==> config.mk <==
export PLATFORM = sky130hd
export DESIGN_NAME = lc3_wb_arbiter
export DESIGN_NICKNAME = d
export VERILOG_FILES = /design/src/rtl/lc3_wb_arbiter.sv
export SDC_FILE = /design/constraint.sdc
export NUM_CORES = 1
export LEC_CHECK = 0
export CELL_PAD_IN_SITES_DETAIL_PLACEMENT = 1
export CELL_PAD_IN_SITES_GLOBAL_PLACEMENT = 1
export CORE_MARGIN = 4
export CORE_UTILIZATION = 28
export CTS_BUF_LIST = sky130_fd_sc_hd__clkbuf_4 sky130_fd_sc_hd__clkbuf_8
export CTS_CLUSTER_SIZE = 30
export DETAILED_ROUTE_END_ITERATION = 10
export PLACE_DENSITY = 0.82
export SYNTH_ARGS = -nofsm -noshare
export SYNTH_HDL_FRONTEND = slang
export SYNTH_SLANG_ARGS = --single-unit
==> constraint.sdc <==
create_clock -name clk -period 2.75 [get_ports clk]
set_input_delay 0.6875 -clock clk [delete_from_list [all_inputs] [get_ports clk]]
set_output_delay 0.6875 -clock clk [all_outputs]
set_load 0.03 [all_outputs]
==> src/rtl/lc3_wb_arbiter.sv <==
// Round-robin write-back arbiter for the LC-3 register file's single write port.
// Grants one of ALU / load / debug per cycle, registers the write strobe and maintains NZP.
module lc3_wb_arbiter #(
   parameter int unsigned NREQ = 3
) (
   input  logic                  clk,
   input  logic                  rst,
   input  logic [NREQ-1:0]       req_valid,
   input  logic [3*NREQ-1:0]     req_dr,
   input  logic [16*NREQ-1:0]    req_data,
   input  logic [NREQ-1:0]       req_setcc,
   output logic [NREQ-1:0]       req_ready,
   input  logic                  freeze,
   output logic                  rf_we,
   output logic [2:0]            rf_dr,
   output logic [15:0]           rf_d,
   output logic [2:0]            nzp,
   output logic [15:0]           wb_count
);

   localparam int unsigned DR_W  = 3;
   localparam int unsigned D_W   = 16;
   localparam int unsigned CNT_W = 16;
   localparam int unsigned PTR_W = 2;

   logic [PTR_W-1:0] ptr;
   logic [PTR_W-1:0] start;
   logic [PTR_W-1:0] idx;
   logic [PTR_W-1:0] gidx;
   logic [PTR_W-1:0] next_ptr;
   logic [2:0]       sum;
   logic             found;
   logic [NREQ-1:0]  grant;
   logic [DR_W-1:0]  sel_dr;
   logic [D_W-1:0]   sel_d;
   logic             sel_setcc;

   function automatic logic [2:0] cc_of(input logic [D_W-1:0] v);
      if (v[D_W-1])        return 3'b100;
      else if (v == '0)    return 3'b010;
      else                 return 3'b001;
   endfunction

   // First valid requester in rotation order ptr, ptr+1, ptr+2; unreachable ptr=3 acts as 0
   always_comb begin
      grant = '0;
      gidx  = '0;
      idx   = '0;
      sum   = '0;
      found = 1'b0;
      start = (ptr == 2'd3) ? 2'd0 : ptr;
      for (int unsigned o = 0; o < 3; o++) begin
         sum = 3'(start) + 3'(o);
         idx = (sum >= 3'd3) ? 2'(sum - 3'd3) : 2'(sum);
         if (!found && req_valid[idx]) begin
            found = 1'b1;
            gidx  = idx;
         end
      end
      if (found && !freeze && !rst) grant[gidx] = 1'b1;
   end

   assign req_ready = grant;

   always_comb begin
      sel_dr    = req_dr[2:0];
      sel_d     = req_data[15:0];
      sel_setcc = req_setcc[0];
      case (gidx)
         2'd0: begin
            sel_dr    = req_dr[2:0];
            sel_d     = req_data[15:0];
            sel_setcc = req_setcc[0];
         end
         2'd1: begin
            sel_dr    = req_dr[5:3];
            sel_d     = req_data[31:16];
            sel_setcc = req_setcc[1];
         end
         default: begin
            sel_dr    = req_dr[8:6];
            sel_d     = req_data[47:32];
            sel_setcc = req_setcc[2];
         end
      endcase
      next_ptr = (gidx == 2'd2) ? 2'd0 : gidx + 2'd1;
   end

   // Write strobe, pointer, condition codes and accepted-write counter
   always_ff @(posedge clk or posedge rst) begin
      if (rst) begin
         rf_we    <= 1'b0;
         rf_dr    <= '0;
         rf_d     <= '0;
         nzp      <= 3'b010;
         wb_count <= '0;
         ptr      <= '0;
      end else if (|grant) begin
         rf_we    <= 1'b1;
         rf_dr    <= sel_dr;
         rf_d     <= sel_d;
         ptr      <= next_ptr;
         wb_count <= wb_count + CNT_W'(1);
         if (sel_setcc) nzp <= cc_of(sel_d);
      end else begin
         rf_we <= 1'b0;
      end
   end

endmodule
; ---- Word-level counts from Yosys, hierarchy flattened
; Index checks and enable logic that the tools add are counted.
[word_totals]
elab_cells = 63
latchBits = 0
memories = 0
input_bits = 66
mem_bits_ro = 0
ramBits = 0
regBits = 41
[classes]
div_mod_pow = 0
multipliers = 0
n_reduce_logical = 13
shift = 0
muxes = 26
eq_ne = 3
n_addsub = 7
bitwise = 0
n_lt_le_gt_ge = 8
[ops]
columns = op, count
row1 = $pmux W16 S2, 1
row2 = $mux W2, 9
row3 = $add A16 B1 Y16 const B, 1
row4 = $logic_not A16 Y1, 1
row5 = $lt A2 B3 Y1 const B, 4
row6 = $mux W1, 8
row7 = $bmux W1 S2, 3
row8 = $ge A3 B2 Y1 const B, 2
row9 = $mux W3, 2
row10 = $pmux W3 S2, 1
row11 = $sub A2 B2 Y2 const B, 3
row12 = $logic_and A1 B1 Y1, 5
row13 = $eq A2 B2 Y1 const B, 2
row14 = $logic_not A1 Y1, 4
row15 = $add A2 B1 Y3 const B, 1
row16 = $add A2 B2 Y3 const B, 1
row17 = $reduce_or A3 Y1, 1
row18 = $add A2 B1 Y2 const B, 1
row19 = $demux W1 S2, 1
row20 = $eq A2 B1 Y1 const B, 1
row21 = $ge A2 B1 Y1 const B, 1
row22 = $ge A2 B2 Y1 const B, 1
row23 = $logic_not A2 Y1, 1
row24 = $pmux W1 S2, 1
row25 = $reduce_and A2 Y1, 1

; ---- Depth between registers and ports, before layout
[logic_depth]
ltp_word = 20
mapped_depth = 12
depth_no_buf = 10

; ---- Worst setup path after synthesis
; Ideal clock, no wire load.
[synth_timing]
path_kind = flip-flop to output port
from = reg ptr[0]
to = out req_ready[2]
path_stages_with_launch = 10
path_slack_ps = -162
required_time_ps = 2062
arrival_ps = 2225
path_buffers = 2
path_cell_list = dfrtp_1 -> inv_1 -> ha_1 -> and2b_1 -> o21ai_1 -> and3b_1 -> buf_6 -> a21o_1 -> clkbuf_1 -> and2_1
[synth_between]
elab_chain_cells = 18
word_cells_on_any_way = 37
classes_between = add/sub: 5 / order compare: 5 / eq/ne: 1 / mux: 19 / reduce/logical: 7
[synth_rtl]
columns = element, line_no
row1 = from (decl), 26  ; logic [PTR_W-1:0] ptr;
row2 = from (signal assigned), 102  ; ptr <= next_ptr;
row3 = $eq A2 B2 Y1, 51  ; start = (ptr == 2'd3) ? 2'd0 : ptr;
row4 = $mux W2 *, 51
row5 = branches (longest 15 deep; another with $add A2 B1 Y3), -
row6 = $mux W3 *, 60  ; if (found && !freeze && !rst) grant[gidx] = 1'b1;
row7 = to (decl), 12  ; output logic [NREQ-1:0] req_ready,
; Every way passes the cells marked *. The select of a mux whose other input is x is not followed.

; ---- Worst setup path after layout
[layout_timing]
from = reg ptr[1]
to = out req_ready[2]
; The elaborated chain is that of the path after synthesis.

==> out/qor.csv <==
metric,value,unit
clock_path_buffers,2,
gp_congestion,0.911,
start_kind,register,
fin_crit,2820,ps
p_leak,1.76,nW
row_count,32,
ir_worst_vdd,0.000475,V
power.switching,0.00193,W
ys_ff_latch,41,
p_clk_share,11.5,%
whs,481,ps
netlist_instances,241,
clock_skew,2.70,ps
start_util,29.2,%
die_y,98.5,um
clk_pin_slew,80,ps
root_buffer,clkbuf_8,
core_region_area,0.00785,mm^2
wirelength,8730,um
crit_required,2060,ps
antenna_found_initial,0,
cts.sinks,41,
p_seq_share,21.0,%
dp.cells,473,
layout.nets,462,
ios,108,
dp_hpwl,6740,um
via_per_inst,5.14,
grt_overflow,0,
syn_area,0.00229,mm^2
cp.arrival,2130,ps
power_density,1100,mW/mm^2
area_delta_synth_final,77.6,%
timing.setup.tns,-195,ps
ys_warn_count,0,
cts_inserted_buffers,5,
grt_max_degree,44,
cp_max_fo,4,
ctsHoldBuffers,0,
drt_iter0_drc,133,
dr.pass1.iters,6,
wire_per_inst,17.7,um
maxSlewViolCount,0,
num_vias,2541,
grt_pass1_vias,2822,
cts_tree,yes,
avgSynthCellArea,9.52,um^2
final_cell_mix,"clkdlybuf4s50_1 (101), dfrtp_1 (39), buf_4 (39)",
worst_slack,-71.0,ps
violations,negative setup slack,
final_area,0.00408,mm^2
drive_above_1_share,22.2,%
min_path_type,reg2reg,
placed_area,0.00372,mm^2
ys_types,44,
switching_share,43.0,%
synth-seq-area-share,44.8,%
finalNonFillerCells,494,
rsz0062_at_grt,yes,
setup_viol,3,
synth_edf_count,0,
endpoint_kind,output port,
die-area,0.00971,mm^2
async_flop_share,100,%
drcViolationCount,0,
grt_usage,17.6,%
portBuffers,107,
relSlewSlack,72.7,%
dp_slack,-324,ps
worstMarginPinSlew,410,ps
antenna_cells,0,
fmax,354,MHz
htreeDepth,2,
pwr-share-comb,67.5,%
final_antenna_net_count,0,
layout_commonest_cell,clkdlybuf4s50_1,
status,"complete, but fails checks",
finalCritPeriodShare,103,%
final_hold_viol_count,0,
ys.flop_type,dfrtp_1,
worstSetupPathType,reg2out,
die_w,98.5,um
clk_latency,290,ps
grt_pass1_wl,14000,um
p_int,0.00257,W
syn_nets,312,
drv_cap,0,
[final timing paths]
check,depth (start not counted),to,startpoint,slack [ps]
setup / recovery,8,req_ready[2],ptr[1],-70
hold / removal,1,wb_count[15],wb_count[15],480
setup reg to reg,12,nzp[0],ptr[1],0
hold reg to reg,1,wb_count[15],wb_count[15],480
max in group asynchronous,3,nzp[1],rst,1700
min in group asynchronous,3,wb_count[15],rst,780
[registers in the layout, summed over array words and instances (netlist names)]
signal and flops:
rf_d 16, wb_count 16, nzp 3, rf_dr 3
ptr 2, rf_we 1
[stage by stage]
| stage | utilization, % | total power [W] |
|---|---|---|
| after detailed placement | 47.5 | 0.00358 |
| after global routing | 51.9 | 0.00483 |
| after floorplan | - | 0.00238 |
| final | 51.9 | 0.00450 |
| after global placement | 47.5 | 0.00350 |
| after CTS | 50.5 | 0.00432 |
[final cells by class]
class / count / area, um^2
Clock inverter: 2 / 37.5
Tap cell: 102 / 128
Timing Repair Buffer: 152 / 1450
Fill cell: 913 / 3770
Multi-Input combinational cell: 181 / 1310
Clock buffer: 6 / 82.6
Inverter: 10 / 40.0
Sequential cell: 41 / 1030
[synth_stat cells (all sizes together) (2+ instances only)]
| master | count | area, um^2 |
|---|---|---|
| a222oi | 12 | 120 |
| ha | 5 | 62.6 |
| mux2i | 3 | 30.0 |
| or4 | 2 | 15.0 |
| o22ai | 3 | 18.8 |
| clkbuf | 6 | 22.5 |
| buf | 3 | 21.3 |
| and2 | 5 | 31.3 |
| a22o | 6 | 52.6 |
| nor4 | 3 | 18.8 |
| o21ai | 28 | 140 |
| a221oi | 2 | 17.5 |
| inv | 10 | 37.5 |
| nand3 | 8 | 40.0 |
| dfrtp | 40 | 1000 |
| nand4 | 3 | 18.8 |
| a21o | 4 | 37.5 |
| and4 | 2 | 17.5 |
| a21oi | 6 | 30.0 |
| xnor2 | 9 | 78.8 |
| xor2 | 6 | 52.6 |
| nand2 | 31 | 116 |
| a21boi | 4 | 33.8 |
| nand2b | 5 | 31.3 |
| nor2 | 15 | 56.3 |
| a22oi | 7 | 52.6 |
[timing repair]
item,in CTS,in global routing
endpoints found under the setup margin,5,6
buffers inserted,6,7
pin swaps,12,11
resized for setup,22,14
[cells by family after synthesis]
group / Yosys count / share of synthesized area [%]
compound gates: 78 / 25.1
simple gates: 80 / 16.8
mux: 3 / 1.31
buf+inv: 19 / 3.54
flops: 41 / 44.8
xor+xnor: 15 / 5.73
fa+ha+maj: 5 / 2.73
[metal layers]
metal / wire [um] / global-route usage (%)
met1: 3500 / 20.4
met4: 204 / 5.99
met5: 0 / 0
met2: 4520 / 31.5
met3: 509 / 4.32
[power by group through the flow]
stage | logic, W | clock network (W) | registers (W)
final | 0.00304 | 0.000518 | 0.000946
after global routing | 0.00329 | 0.000567 | 0.000973
after global placement | 0.00256 | 0 | 0.000937
after CTS | 0.00284 | 0.000534 | 0.000945
after detailed placement | 0.00263 | 0 | 0.000953
after floorplan | 0.00109 | 0 | 0.00129
[critical path: stages, from the launching register on]
cell     delay (ps)
dfrtp_2         460
inv_4           100
ha_4            150
and2b_2         240
o21ai_2         130
and3b_2         280
a21o_1          190
and2_4          170
buf_6           120
Note: power is estimated with default switching activity, not from simulation.
